===== config.mk =====
export PLATFORM = sky130hd
export DESIGN_NAME = mac_pe
export DESIGN_NICKNAME = d
export VERILOG_FILES = /design/src/rtl/mac_pe.sv
export SDC_FILE = /design/constraint.sdc
export NUM_CORES = 1
export LEC_CHECK = 0
export BUFFER_PORTS_ARGS = -buffer_cell sky130_fd_sc_hd__buf_2
export CORE_MARGIN = 3
export CORE_UTILIZATION = 60
export CTS_CLUSTER_DIAMETER = 100
export DETAILED_ROUTE_END_ITERATION = 7
export PLACE_DENSITY = 0.92
export SETUP_SLACK_MARGIN = 0.15
export SYNTH_ARGS = -nofsm -noshare
export SYNTH_HDL_FRONTEND = slang
export SYNTH_SLANG_ARGS = --single-unit

===== constraint.sdc =====
create_clock -name clk -period 12 [get_ports clk]
set_clock_uncertainty 0.1 [all_clocks]
set_input_delay 0.6 -clock clk [delete_from_list [all_inputs] [get_ports clk]]
set_output_delay 0.6 -clock clk [all_outputs]
set_load 0.02 [all_outputs]

===== src/rtl/mac_pe.sv =====
// Registered multiply-accumulate PE for the systolic array: forwards weight and
// feature-map samples one stage and accumulates their product onto the upstream sum.
module mac_pe #(
  parameter int IFMAP_BITWIDTH = 16,
  parameter int W_BITWIDTH     = 8,
  parameter int OFMAP_BITWIDTH = 32
) (
  input  logic                             clk,
  input  logic                             rstn,
  input  logic                             w_prefetch_in,
  input  logic                             w_enable_in,
  input  logic                             ifmap_start_in,
  input  logic                             ifmap_enable_in,
  input  logic                             MAC_valid_in,
  input  logic signed [W_BITWIDTH-1:0]     w_data_in,
  input  logic signed [IFMAP_BITWIDTH-1:0] ifmap_data_in,
  input  logic signed [OFMAP_BITWIDTH-1:0] MAC_data_in,
  output logic                             ifmap_enable_out,
  output logic                             MAC_valid_out,
  output logic signed [W_BITWIDTH-1:0]     w_data_out,
  output logic signed [IFMAP_BITWIDTH-1:0] ifmap_data_out,
  output logic signed [OFMAP_BITWIDTH-1:0] MAC_data_out
);

  localparam int PROD_BITWIDTH = W_BITWIDTH + IFMAP_BITWIDTH;

  logic signed [PROD_BITWIDTH-1:0]  product;
  logic signed [OFMAP_BITWIDTH-1:0] product_ext;

  // Marker inputs are reserved for a future revision and drive nothing.
  logic unused_markers;
  assign unused_markers = w_prefetch_in ^ w_enable_in ^ ifmap_start_in;

  // Multiply uses the registered operands, giving the 2-cycle product latency.
  always_comb begin
    product     = w_data_out * ifmap_data_out;
    product_ext = OFMAP_BITWIDTH'(product);
  end

  always_ff @(posedge clk) begin
    if (!rstn) begin
      w_data_out       <= '0;
      ifmap_data_out   <= '0;
      ifmap_enable_out <= 1'b0;
      MAC_valid_out    <= 1'b0;
      MAC_data_out     <= '0;
    end else begin
      w_data_out       <= w_data_in;
      ifmap_data_out   <= ifmap_data_in;
      ifmap_enable_out <= ifmap_enable_in;
      MAC_valid_out    <= MAC_valid_in;
      MAC_data_out     <= product_ext + MAC_data_in;
    end
  end

endmodule


== Word-level counts from Yosys, hierarchy flattened ==
Index checks and enable logic that the tools add are counted.

* Add/subtract/negate cells: 1
* $mul: 1

{| class="wikitable"
|+ Operators with widths
! operator !! count
|-
| adder 24 x 32 -> 32 bit || 1
|-
| multiplier 8 x 16 -> 24 bit || 1
|}

* Register bits: 58
* Input port bits: 63
* Output and inout port bits: 58
* Word-level logic and storage cells: 7

== Longest topological paths before layout ==
* Word-level depth: 2
* Mapped depth: 19
* Gate-level depth less buffers: 18

== Worst setup path before layout ==
Ideal clock, no wire load.

* Kind: register to register
* Start: reg ifmap_data_out[15]
* End: reg MAC_data_out[31]
* Setup time: 72 ps
* Arrival: 5215 ps
* Data required time: 11828 ps
* Path slack: 6613 ps
* Stages on the path, launching flop included: 16
* Path buffers: 0
* Clock period less this slack: 5387 ps
* Cell sequence: dfxtp_1 > and2_1 > fa_1 > fa_1 > inv_1 > fa_1 > inv_1 > fa_1 > ha_1 > ha_1 > a21o_1 > a21o_1 > a2111oi_2 > a22oi_1 > o21ai_1 > mux2i_1

* Cells in the longest elaborated chain, start to end: 2

{| class="wikitable"
|+ RTL lines
! element !! line !! text
|-
| start: declaration || 21 || <nowiki>output logic signed [IFMAP_BITWIDTH-1:0] ifmap_data_out,</nowiki>
|-
| start signal: assignment || 49 || <nowiki>ifmap_data_out <= ifmap_data_in;</nowiki>
|-
| multiplier 8 x 16 -> 24 bit || 36 || <nowiki>product = w_data_out * ifmap_data_out;</nowiki>
|-
| adder 24 x 32 -> 32 bit || 52 || <nowiki>MAC_data_out <= product_ext + MAC_data_in;</nowiki>
|-
| end signal: assignment || 52 ||
|-
| end: declaration || 22 || <nowiki>output logic signed [OFMAP_BITWIDTH-1:0] MAC_data_out</nowiki>
|}

Every way passes these cells.
A chain may end at the register's enable or synchronous reset.

== Worst setup path after layout ==
* Start: reg w_data_out[1]
* End: reg MAC_data_out[31]

* Cells in the longest elaborated chain, start to end: 2

{| class="wikitable"
|+ RTL lines
! element !! line !! text
|-
| start: declaration || 20 || <nowiki>output logic signed [W_BITWIDTH-1:0] w_data_out,</nowiki>
|-
| start signal: assignment || 48 || <nowiki>w_data_out <= w_data_in;</nowiki>
|-
| multiplier 8 x 16 -> 24 bit || 36 ||
|-
| adder 24 x 32 -> 32 bit || 52 ||
|}

Every way passes these cells.

==> flow_summary.json <==
{
  "hold_depth": 2,
  "slowest_stage": "and2_1",
  "postRouteAntennaNets": 0,
  "tightest_slew_ns": 0.917,
  "synth_area_per_cell_um2": 9.94,
  "outcome": "completed",
  "synth_xor_area_share_pct": 2.07,
  "r2r_start": "w_data_out[1]",
  "grt_max_degree": 47,
  "hold_viol": 0,
  "synth_nets": 1101,
  "fmax_mhz": 166,
  "overflow": 0,
  "synthAdderAreaFrac_pct": 50.8,
  "synth.distinct_cells": 54,
  "post-route-period-util_pct": 50.3,
  "peakVddDrop_mv": 0.126,
  "cts_buffers": 9,
  "place.gp.congestion": 0.864,
  "synth_edf_count": 0,
  "io_pins": 121,
  "cts_setup_buffers": 0,
  "async_reset_ff_share_pct": 0,
  "die_width_um": 122,
  "path_class": "flop to flop",
  "p_total_mw": 1.41,
  "placed_area_mm2": 0.00878,
  "die-area_mm2": 0.0148,
  "diodes": 0,
  "hpwlAfterDp_mm": 15.1,
  "antenna_found_initial": 0,
  "holdPathEnd": "ifmap_data_out[7]",
  "final-instance-count-excl-fill": 1098,
  "p_leak_nw": 4.82,
  "cts_sinks": 58,
  "syn_to_final_growth_pct": 13.5,
  "rsz0062_at_grt": "no",
  "post_drt_wl_per_cell_um": 17.2,
  "yosys_warnings": 0,
  "dieHeight_um": 122,
  "layout_commonest_cell": "fa_1",
  "cts-htree-levels": 3,
  "maxCapViolCount": 0,
  "final_cell_mix": "160 x fa_1, 125 x inv_1, 117 x buf_2, 104 x and2_1",
  "worst_path_most_repeated_cell": "fa_1",
  "drt-vias-per-instance": 5.57,
  "r2r-end": "MAC_data_out[31]",
  "synth_compound_area_share_pct": 8.25,
  "hold_path_class": "input port to flop",
  "final_max_slew_viol_count": 0,
  "dr.pass1.iters": 7,
  "rows": 41,
  "synth_ff_type": "dfxtp_1",
  "worstPathRequired_ns": 12.16,
  "cts.repair.resized": 0,
  "cts_tree": "yes",
  "arrival_ns": 6.20,
  "min_from": "ifmap_data_in[7]",
  "crit_path_max_incr_delay_ns": 0.84,
  "yosys_register_bits": 58,
  "start_util_pct": 62.4,
  "clock_path_buffers": 2,
  "dp.cells": 1082,
  "startpoint_type": "flop",
  "p_per_area_mw_per_mm2": 155,
  "synthSimpleGateAreaFrac_pct": 16.8,
  "grt_pass1_vias": 6609,
  "tns_ns": 0,
  "syn_inst": 808,
  "ys_seq_area_share_pct": 14.5,
  "grt_pass1_wl_mm": 30.9,
  "rr_worst_depth": 15,
  "synth_area_mm2": 0.00803,
  "worst_setup_path_end_kind": "flop",
  "fin_crit_ns": 6.04,
  "hold_buffers": 0,
  "drcViolationCount": 0,
  "critPathMaxFanout": 17,
  "io_buffer_count": 117,
  "clk_latency_ns": 0.34,
  "synthMuxAreaShare_pct": 0.888,
  "drtIter0Drc": 323,
  "core_mm2": 0.0129,
  "synth_top_family_by_area": "adder cells",
  "final_nets": 1214,
  "path_cells": "and2_1 > fa_1 > fa_1 > inv_1 > fa_1 > inv_1 > fa_1 > ha_1 > ha_1 > a21o_1 > a21o_1 > a2111oi_2 > a22oi_1 > o21ai_1 > mux2i_1",
  "path_clk_slew_ns": 0.05,
  "setup_violations": 0,
  "via_count": 6112,
  "root_buffer": "clkbuf_16",
  "track_usage_pct": 27.0,
  "drive_above_1_share_pct": 16.0,
  "design_area_mm2": 0.00912,
  "reg2reg_slack_ns": 5.96,
  "slew_headroom_pct": 38.9,
  "routed_wl_mm": 18.9
}
[per-stage QoR]
stage          utilization (%)  hold slack [ns]  worst slack (ns)
2_1_floorplan                -            0.622              6.61
3_3_place_gp              68.2            0.705              6.13
3_5_place_dp              68.2            0.709              6.02
4_1_cts                   70.8            0.349              5.98
5_1_grt                   70.8            0.360              5.69
6_report                  70.8            0.360              5.96
[layer usage]
metal	part of all wire, %	GRT usage, %	wire length (um)
met1	35	29.5	6570
met2	55	50.3	10400
met3	6.8	6.04	1280
met4	3.8	11.6	718
met5	0	0	0
[power breakdown]
part	switching, mW	internal (mW)	leakage [nW]	total [mW]
Combinational	0.515	0.346	4.17	0.861
Sequential	0.0240	0.238	0.483	0.262
Clock	0.0980	0.194	0.162	0.292
[kinds of logic (layout without fill, tap and decap cells)]
group                    count (synthesis)  in the layout
XOR/XNOR                                19             19
AND/OR/NAND/NOR                        257            257
adder cells (fa/ha/maj)                230            230
flip-flops                              58             58
buffers and inverters                  143            261
AO/OA/AOI/OAI                           94             94
multiplexers                             7              7
[state kept, by name (all words and copies together), names as in the netlist]
signal and count:
MAC_data_out 32, ifmap_data_out 16, w_data_out 8, MAC_valid_out 1, ifmap_enable_out 1
[critical path: cells and delay by family, from the launching register on]
kind / cells / cell delay [ns]
mux: 1 / 0.23
buf+inv: 2 / 0.13
fa+ha+maj: 6 / 2.75
flops: 1 / 0.79
simple gates: 1 / 0.84
compound gates: 5 / 1.12
[synth_stat cells (10+ instances only)]
library cell,number,area [um^2]
a21o_1,11,82.6
a21oi_1,24,120
and2_1,104,651
clkbuf_1,16,60.1
dfxtp_1,58,1160
fa_1,160,3200
ha_1,70,876
inv_1,125,469
nand2_1,70,263
nand2b_1,11,68.8
nor2_1,33,124
nor2b_1,14,87.6
nor3_1,10,50.1
o21ai_0,18,90.1
xnor2_1,14,123
[how the worst max path moves through the flow]
stage                            start          endpoint  slack (ns)  cells after the start
finish                   w_data_out[1]  MAC_data_out[31]        5.96                     15
detailed placement       w_data_out[1]  MAC_data_out[31]        6.02                     15
CTS                      w_data_out[1]  MAC_data_out[31]        5.98                     15
global placement         w_data_out[1]  MAC_data_out[31]        6.13                     15
global route             w_data_out[1]  MAC_data_out[31]        5.69                     15
floorplan           ifmap_data_out[15]  MAC_data_out[31]        6.61                     15
[area by class of cell]
class,instances,area [um^2]
multi-input combinational,607,6330
tap,172,215
fill,978,3760
sequential,58,1160
clock inverter,5,85.1
clock buffer,11,253
inverter,125,469
timing repair buffer,120,608
Power figures use the tool's default switching activity.
